[src/rtl/hicore_lsu_ctrl_if.sv]
// Bundle for the LSU consumer end. It carries the issue-queue pop, the
// single-beat data-bus command/response and the writeback handshake.
// master: the LSU controller. slave: the queue, bus and writeback side.
interface hicore_lsu_ctrl_if #(
  parameter int unsigned AW = 32,
  parameter int unsigned RW = 5
);
  localparam int unsigned DW = 32;
  localparam int unsigned BW = DW / 8;

  // Issue-queue entry
  logic          q_valid;
  logic          q_ready;
  logic          q_cancel;
  logic [AW-1:0] q_addr;
  logic [DW-1:0] q_wdata;
  logic          q_store;
  logic [1:0]    q_size;
  logic          q_unsigned;
  logic [RW-1:0] q_rd;

  // Data-bus command
  logic          cmd_valid;
  logic          cmd_ready;
  logic          cmd_read;
  logic [AW-1:0] cmd_addr;
  logic [DW-1:0] cmd_wdata;
  logic [BW-1:0] cmd_wmask;

  // Data-bus response
  logic          rsp_valid;
  logic          rsp_ready;
  logic [DW-1:0] rsp_rdata;
  logic          rsp_err;

  // Writeback
  logic          wb_valid;
  logic          wb_ready;
  logic [RW-1:0] wb_rd;
  logic [DW-1:0] wb_data;
  logic          wb_err;

  modport master (
    input  q_valid, q_cancel, q_addr, q_wdata, q_store, q_size, q_unsigned, q_rd,
    output q_ready,
    output cmd_valid, cmd_read, cmd_addr, cmd_wdata, cmd_wmask,
    input  cmd_ready,
    input  rsp_valid, rsp_rdata, rsp_err,
    output rsp_ready,
    output wb_valid, wb_rd, wb_data, wb_err,
    input  wb_ready
  );

  modport slave (
    output q_valid, q_cancel, q_addr, q_wdata, q_store, q_size, q_unsigned, q_rd,
    input  q_ready,
    input  cmd_valid, cmd_read, cmd_addr, cmd_wdata, cmd_wmask,
    output cmd_ready,
    output rsp_valid, rsp_rdata, rsp_err,
    input  rsp_ready,
    input  wb_valid, wb_rd, wb_data, wb_err,
    output wb_ready
  );
endinterface

[src/rtl/hicore_lsu_ctrl.sv]
// hicore_lsu_ctrl: consumer end of the issue-to-memory queue.
// It pops one memory op at a time and issues a single-beat bus command.
// It then waits for the response and hands formatted load data to writeback.
// There is no overlap between ops. One op completes per bus round trip.
// Optional feature: define HICORE_LSU_BUS_ERR_EN to turn rsp_err into a
// writeback fault (wb_err=1, wb_data=0). This applies to loads and stores.
// When the macro is undefined, rsp_err is ignored.
module hicore_lsu_ctrl #(
  parameter int unsigned AW = 32,
  parameter int unsigned RW = 5
) (
  input  logic              clk,
  input  logic              rst_n,
  input  logic              flush,
  hicore_lsu_ctrl_if.master bus
);

  localparam int unsigned DW = 32;
  localparam int unsigned BW = DW / 8;

  typedef enum logic [1:0] {
    IDLE = 2'd0,
    CMD  = 2'd1,
    RSP  = 2'd2,
    WB   = 2'd3
  } state_t;

  // Fields of the popped entry that are needed after the command is issued
  typedef struct packed {
    logic [1:0]    lane;
    logic          store;
    logic [1:0]    size;
    logic          uns;
    logic [RW-1:0] rd;
  } op_t;

  state_t        state_q;
  state_t        state_d;
  logic          kill_q;
  logic          kill_d;
  op_t           op_q;

  logic          pop_c;
  logic          drop_c;
  logic          misal_c;
  logic          bus_err_c;
  logic          accept_c;
  logic          rsp_to_wb_c;
  logic [BW-1:0] base_mask_c;
  logic [BW-1:0] st_mask_c;
  logic [DW-1:0] st_data_c;
  logic [DW-1:0] lane_c;
  logic [DW-1:0] ld_data_c;

`ifdef HICORE_LSU_BUS_ERR_EN
  assign bus_err_c = bus.rsp_err;
`else
  logic unused_rsp_err;
  assign unused_rsp_err = bus.rsp_err;
  assign bus_err_c      = 1'b0;
`endif

  // Pop qualification and alignment check on the queue head
  always_comb begin
    pop_c  = bus.q_valid & bus.q_ready;
    drop_c = bus.q_cancel | flush;
    case (bus.q_size)
      2'd0:    misal_c = 1'b0;
      2'd1:    misal_c = bus.q_addr[0];
      2'd2:    misal_c = |bus.q_addr[1:0];
      default: misal_c = 1'b1;
    endcase
  end

  // Store byte enables and lane replication
  always_comb begin
    case (bus.q_size)
      2'd0:    base_mask_c = 4'b0001;
      2'd1:    base_mask_c = 4'b0011;
      default: base_mask_c = 4'b1111;
    endcase
    st_mask_c = BW'(base_mask_c << bus.q_addr[1:0]);
    case (bus.q_size)
      2'd0:    st_data_c = {4{bus.q_wdata[7:0]}};
      2'd1:    st_data_c = {2{bus.q_wdata[15:0]}};
      default: st_data_c = bus.q_wdata;
    endcase
  end

  // Load lane select and sign/zero extension
  always_comb begin
    lane_c = bus.rsp_rdata >> {op_q.lane, 3'b000};
    case (op_q.size)
      2'd0:    ld_data_c = op_q.uns ? {24'd0, lane_c[7:0]}
                                    : {{24{lane_c[7]}}, lane_c[7:0]};
      2'd1:    ld_data_c = op_q.uns ? {16'd0, lane_c[15:0]}
                                    : {{16{lane_c[15]}}, lane_c[15:0]};
      default: ld_data_c = lane_c;
    endcase
  end

  // Next-state and kill tracking
  always_comb begin
    state_d = state_q;
    kill_d  = kill_q;
    case (state_q)
      IDLE: begin
        if (pop_c && !drop_c) begin
          state_d = misal_c ? WB : CMD;
        end
      end
      CMD: begin
        if (flush) begin
          kill_d = 1'b1;
        end
        if (bus.cmd_ready) begin
          state_d = RSP;
        end
      end
      RSP: begin
        if (flush) begin
          kill_d = 1'b1;
        end
        if (bus.rsp_valid) begin
          if (kill_q || flush) begin
            state_d = IDLE;
          end else if (bus_err_c || !op_q.store) begin
            state_d = WB;
          end else begin
            state_d = IDLE;
          end
        end
      end
      WB: begin
        if (flush || bus.wb_ready) begin
          state_d = IDLE;
        end
      end
      default: state_d = IDLE;
    endcase
    if (state_d == IDLE) begin
      kill_d = 1'b0;
    end
  end

  // Transition decodes used by the datapath registers
  always_comb begin
    accept_c    = (state_q == IDLE) && (state_d != IDLE);
    rsp_to_wb_c = (state_q == RSP) && (state_d == WB);
  end

  // State and kill registers
  always_ff @(posedge clk or negedge rst_n) begin
    if (!rst_n) begin
      state_q <= IDLE;
      kill_q  <= 1'b0;
    end else begin
      state_q <= state_d;
      kill_q  <= kill_d;
    end
  end

  // Handshake outputs track the next state so they stay registered
  always_ff @(posedge clk or negedge rst_n) begin
    if (!rst_n) begin
      bus.q_ready   <= 1'b0;
      bus.cmd_valid <= 1'b0;
      bus.rsp_ready <= 1'b0;
      bus.wb_valid  <= 1'b0;
    end else begin
      bus.q_ready   <= (state_d == IDLE);
      bus.cmd_valid <= (state_d == CMD);
      bus.rsp_ready <= (state_d == RSP);
      bus.wb_valid  <= (state_d == WB);
    end
  end

  // Latch the accepted op and its bus command, held until the next accept
  always_ff @(posedge clk or negedge rst_n) begin
    if (!rst_n) begin
      op_q          <= '0;
      bus.cmd_read  <= 1'b0;
      bus.cmd_addr  <= '0;
      bus.cmd_wdata <= '0;
      bus.cmd_wmask <= '0;
    end else if (accept_c) begin
      op_q.lane     <= bus.q_addr[1:0];
      op_q.store    <= bus.q_store;
      op_q.size     <= bus.q_size;
      op_q.uns      <= bus.q_unsigned;
      op_q.rd       <= bus.q_rd;
      if (!misal_c) begin
        bus.cmd_read  <= ~bus.q_store;
        bus.cmd_addr  <= bus.q_addr;
        bus.cmd_wdata <= st_data_c;
        bus.cmd_wmask <= bus.q_store ? st_mask_c : '0;
      end
    end
  end

  // Writeback payload: an alignment fault at pop, or a bus result from RSP
  always_ff @(posedge clk or negedge rst_n) begin
    if (!rst_n) begin
      bus.wb_rd   <= '0;
      bus.wb_data <= '0;
      bus.wb_err  <= 1'b0;
    end else if (accept_c && misal_c) begin
      bus.wb_rd   <= bus.q_store ? '0 : bus.q_rd;
      bus.wb_data <= '0;
      bus.wb_err  <= 1'b1;
    end else if (rsp_to_wb_c) begin
      bus.wb_rd   <= op_q.store ? '0 : op_q.rd;
      bus.wb_data <= bus_err_c ? '0 : ld_data_c;
      bus.wb_err  <= bus_err_c;
    end
  end

endmodule
[src/flat_wrapper.sv]
// flat-port wrapper written by rule: the top's interface ports become plain ports
module hicore_lsu_ctrl_flat 
#(
  parameter int unsigned AW = 32,
  parameter int unsigned RW = 5
)
  (clk, rst_n, flush, bus_q_valid, bus_q_cancel, bus_q_addr, bus_q_wdata, bus_q_store, bus_q_size, bus_q_unsigned, bus_q_rd, bus_q_ready, bus_cmd_valid, bus_cmd_read, bus_cmd_addr, bus_cmd_wdata, bus_cmd_wmask, bus_cmd_ready, bus_rsp_valid, bus_rsp_rdata, bus_rsp_err, bus_rsp_ready, bus_wb_valid, bus_wb_rd, bus_wb_data, bus_wb_err, bus_wb_ready);
  hicore_lsu_ctrl_if #(.AW(AW), .RW(RW)) bus_i ();
  input  logic clk;
  input  logic rst_n;
  input  logic flush;
  input wire logic [$bits(bus_i.q_valid)-1:0] bus_q_valid;
  input wire logic [$bits(bus_i.q_cancel)-1:0] bus_q_cancel;
  input wire logic [$bits(bus_i.q_addr)-1:0] bus_q_addr;
  input wire logic [$bits(bus_i.q_wdata)-1:0] bus_q_wdata;
  input wire logic [$bits(bus_i.q_store)-1:0] bus_q_store;
  input wire logic [$bits(bus_i.q_size)-1:0] bus_q_size;
  input wire logic [$bits(bus_i.q_unsigned)-1:0] bus_q_unsigned;
  input wire logic [$bits(bus_i.q_rd)-1:0] bus_q_rd;
  output wire logic [$bits(bus_i.q_ready)-1:0] bus_q_ready;
  output wire logic [$bits(bus_i.cmd_valid)-1:0] bus_cmd_valid;
  output wire logic [$bits(bus_i.cmd_read)-1:0] bus_cmd_read;
  output wire logic [$bits(bus_i.cmd_addr)-1:0] bus_cmd_addr;
  output wire logic [$bits(bus_i.cmd_wdata)-1:0] bus_cmd_wdata;
  output wire logic [$bits(bus_i.cmd_wmask)-1:0] bus_cmd_wmask;
  input wire logic [$bits(bus_i.cmd_ready)-1:0] bus_cmd_ready;
  input wire logic [$bits(bus_i.rsp_valid)-1:0] bus_rsp_valid;
  input wire logic [$bits(bus_i.rsp_rdata)-1:0] bus_rsp_rdata;
  input wire logic [$bits(bus_i.rsp_err)-1:0] bus_rsp_err;
  output wire logic [$bits(bus_i.rsp_ready)-1:0] bus_rsp_ready;
  output wire logic [$bits(bus_i.wb_valid)-1:0] bus_wb_valid;
  output wire logic [$bits(bus_i.wb_rd)-1:0] bus_wb_rd;
  output wire logic [$bits(bus_i.wb_data)-1:0] bus_wb_data;
  output wire logic [$bits(bus_i.wb_err)-1:0] bus_wb_err;
  input wire logic [$bits(bus_i.wb_ready)-1:0] bus_wb_ready;
  assign bus_i.q_valid = bus_q_valid;
  assign bus_i.q_cancel = bus_q_cancel;
  assign bus_i.q_addr = bus_q_addr;
  assign bus_i.q_wdata = bus_q_wdata;
  assign bus_i.q_store = bus_q_store;
  assign bus_i.q_size = bus_q_size;
  assign bus_i.q_unsigned = bus_q_unsigned;
  assign bus_i.q_rd = bus_q_rd;
  assign bus_q_ready = bus_i.q_ready;
  assign bus_cmd_valid = bus_i.cmd_valid;
  assign bus_cmd_read = bus_i.cmd_read;
  assign bus_cmd_addr = bus_i.cmd_addr;
  assign bus_cmd_wdata = bus_i.cmd_wdata;
  assign bus_cmd_wmask = bus_i.cmd_wmask;
  assign bus_i.cmd_ready = bus_cmd_ready;
  assign bus_i.rsp_valid = bus_rsp_valid;
  assign bus_i.rsp_rdata = bus_rsp_rdata;
  assign bus_i.rsp_err = bus_rsp_err;
  assign bus_rsp_ready = bus_i.rsp_ready;
  assign bus_wb_valid = bus_i.wb_valid;
  assign bus_wb_rd = bus_i.wb_rd;
  assign bus_wb_data = bus_i.wb_data;
  assign bus_wb_err = bus_i.wb_err;
  assign bus_i.wb_ready = bus_wb_ready;
  hicore_lsu_ctrl #(.AW(AW), .RW(RW)) u_core (.clk(clk), .rst_n(rst_n), .flush(flush), .bus(bus_i));
endmodule
[config.mk]
export PLATFORM = sky130hd
export DESIGN_NAME = hicore_lsu_ctrl_flat
export DESIGN_NICKNAME = d
export VERILOG_FILES = /design/src/rtl/hicore_lsu_ctrl_if.sv /design/src/rtl/hicore_lsu_ctrl.sv /design/src/flat_wrapper.sv
export SDC_FILE = /design/constraint.sdc
export NUM_CORES = 1
export LEC_CHECK = 0
export ABC_AREA = 1
export CAP_MARGIN = 10
export CORE_AREA = 2 2 116 118
export DETAILED_ROUTE_END_ITERATION = 7
export DIE_AREA = 0 0 118 120
export PLACE_DENSITY_LB_ADDON = 0.3
export SETUP_SLACK_MARGIN = 0.02
export SYNTH_ARGS = -nofsm -noshare
export SYNTH_HDL_FRONTEND = slang
export SYNTH_SLANG_ARGS = --single-unit
[constraint.sdc]
create_clock -name clk -period 5.9 [get_ports clk]
set_input_delay 1.18 -clock clk [delete_from_list [all_inputs] [get_ports clk]]
set_output_delay 1.18 -clock clk [all_outputs]
set_load 0.02 [all_outputs]
==> metrics.md <==
| Metric | Value |
|---|---|
| Worst-path clk slew | `about 0.060 ns` |
| WP data required | `6.20 ns` |
| Fin crit period | `a little over 4 ns` |
| Die height | `120 um` |
| Endpoints failing setup | `0` |
| Gr ovfl total | `0` |
| Worst rel slew slack | `31.79%` |
| Routed wire length | `17,370 um` |
| Syn_nets | `898` |
| Antenna violations before repair | `0` |
| Die width | `about 120 um` |
| Die area | `14,160 um2` |
| Post-synthesis sequential area ratio | `51.45%` |
| Crit start category | `input port` |
| Worst IR Drop VDD | `around 290 uV` |
| Sink Count | `125` |
| Storage element area | `3128 um2` |
| Hold Startpoint | `u_core.bus.cmd_addr[23]` |
| Ports | `around 230` |
| Min-Delay Endpoint | `u_core.bus.cmd_addr[23]` |
| Status | `finished clean` |
| Vias after detailed routing | `5,840` |
| Worst path arrival time | `4.37 ns` |
| Fillers | `1,052` |
| Nets | `1,103` |
| Crit Path Max Fanout | `35` |
| Tcrit/Tclk final | `between 60% and 70%` |
| Total GRT Usage | `~25%` |
| Tot Pwr | `5.005 mW` |
| Leakage power | `approximately 4.4 nW` |
| Design area | `8950 um2` |
| Worst Clk Skew | `0.005944 ns` |
| Clk Latency, worst-skew pair | `just over 0.4 ns` |
| Mapped Area | `6080 um2` |
| Reg2Reg Depth | `14` |
| # port buffers | `223` |
| Setup slack, reg-to-reg | `2.73 ns` |
| Post-route ant nets | `0` |
| PostCTS Resize Cnt | `0` |
| Post-synth EDFFs | `0` |
| Slew at the pin with the worst max-slew slack | `1.023 ns` |
| CTS root buf | `clkbuf_16` |
| RSZ-0062 raised after global routing | `false` |
| RD Place Congestion | `0.8601` |
| Post-Route Setup TNS | `0 ns` |
| Final Hold Vio Count | `0` |
| CTS buffer count | `17` |
| Yosys cell types | `31` |
| CTS Buffer Depth | `2` |
| Multi-input logic area | `between 2000 and 3000 um2` |
| Hold Path Depth | `2` |
| Area leader, netlist | `dfrtp_1` |
| Critical Path Sink Type | `register` |
| R2r startpoint | `u_core.state_q[1]` |
| Synthesis-to-layout area growth | `47.21%` |
| Hpwl dp | `12,170 um` |
| HP Class | `register to register` |
| Yosys warns | `0` |
| Post-CTS setup buffers | `0` |
| Critical path start-end classification | `input port to register` |
| Pin count of the biggest net entering global routing | `65` |
| Top-count cell post-synth | `nand2_1` |
| Fin. max-slew vios | `0` |
| FFs w/ async S/R, synth | `100.0%` |
| Layout cell share with drive strength beyond 1 | `6.118%` |
| Drt first pass iters | `5` |
| Antenna diodes | `0` |
| Seq cells post-synth | `125` |
| Iter 0 DRT Violations | `between 300 and 400` |
| Synth cell count leaders | `nand2_1 (326), dfrtp_1 (125), o21ai_0 (70)` |
| First-pass GRT wire length | `between 20,000 and 30,000 um` |
| Mapped Cells | `between 700 and 800` |
| Max Clk Rate | `245.2 MHz` |
| Max H-tree Level | `4` |
| DRC | `0` |
| Max Cap Viol | `0` |
| Synth Flop Type | `dfrtp_1` |
| Crit path launch | `bus_q_size[1]` |
| WL/cell | `roughly 15 um` |
| Share of the synthesized area in the top cell type | `51.45%` |
| Core area | `12,980 um2` |
| PD cells | `559.2 nW/um2` |
| Cts hold-fix bufs | `0` |
| Post-place instance area | `8341 um2` |
| Top post-synthesis cells by area | `dfrtp_1 (51%), nand2_1 (20%), o21ai_0 (5.8%)` |
| Starting Density | `46.84%` |
| Row count | `42` |
| Vias per inst | `4.979` |
| Worst reg2reg endpoint | `u_core.bus.wb_rd[2]` |
| Vias in the first global route | `5,746` |
| Avg Cell Area, Syn | `7.804 um2` |
| CTS tree | `yes` |
==> state kept, by name, summed over array words and instances, names as in the netlist, 2 cells and up <==
| register | count |
|---|---|
| u_core.op_q | 11 |
| u_core.bus.wb_rd | 5 |
| u_core.bus.cmd_addr | 32 |
| u_core.bus.cmd_wdata | 32 |
| u_core.bus.wb_data | 32 |
| u_core.state_q | 2 |
| u_core.bus.cmd_wmask | 4 |
==> layout make-up <==
class | instances | area share, %
flip-flops and latches | 125 | 34.95
multi-input cells | 572 | 28.66
repair buffers | 230 | 25.50
clock buffers | 18 | 4.907
well taps | 176 | 2.461
clock inverters | 14 | 1.901
inverters | 38 | 1.622
==> layer usage <==
layer | GRT usage, % | routed length [um]
met5 | 0 | 0
met4 | 8.961 | 353
met3 | 10.31 | 1606
met2 | 41.79 | 8261
met1 | 29.37 | 7147
==> per-stage QoR <==
stage	hold WS [ns]	std cells	utilization (%)	setup WS, ns
floorplan	0.4759	779	-	3.379
global placement	0.4529	1141	64.26	1.500
detailed placement	0.4574	1141	64.26	1.457
CTS	0.4715	1173	68.95	1.877
global route	0.4930	1173	68.95	1.594
finish	0.4684	1173	68.95	1.821
==> how the worst max path moves through the flow <==
stage	endpoint	depth (start not counted)
2_1_floorplan	u_core.bus.cmd_wmask[3]	14
3_3_place_gp	u_core.bus.wb_data[14]	14
3_5_place_dp	u_core.bus.wb_data[7]	14
4_1_cts	u_core.bus.wb_rd[2]	14
5_1_grt	u_core.bus.wb_data[11]	14
6_report	u_core.bus.wb_rd[2]	14
==> critical path, stage by stage <==
cell and delay [ns]:
clkdlybuf4s50_1 0.45, buf_4 0.33, inv_4 0.13, nand2_1 0.09, nand2_1 0.10, nand3_1 0.10
nand2_1 0.10, nand2_1 0.15, nand3_2 0.54, nand2_1 0.51, buf_4 0.28, inv_2 0.19
nand2_1 0.13, nand2_1 0.07
==> where the power goes <==
group,internal (mW),switching [mW]
clock network,0.674,0.389
registers,1.23,0.265
logic,0.992,1.46
total,2.89,2.11
==> cell families (layout without fill, tap and decap cells) <==
kind of cell	count (synthesis)	in the layout	synth area share (%)
AND/OR/NAND/NOR	445	445	30.05
flip-flops	125	125	51.45
AO/OA/AOI/OAI	113	113	9.632
buffers and inverters	82	300	6.359
multiplexers	9	9	1.482
adder cells (fa/ha/maj)	5	5	1.029
==> cells in the final DEF, fill, tap and decap left out, types with 2 or more instances in the layout <==
cell             count
clkdlybuf4s50_1    222
dfrtp_1            125
clkinv_2             3
buf_4                8
mux2i_1              9
o21ai_0             70
clkinv_4             4
nor2_1              49
clkinvlp_4           4
nand3_1             48
clkbuf_16           17
bufinv_16            3
inv_1               32
nand2_1            326
nand4_1              6
a21oi_1             35
nand3_2              2
or2_2                6
ha_1                 5
o211ai_1             6
inv_2                5
No activity file was read; power rests on OpenSTA's default activity.
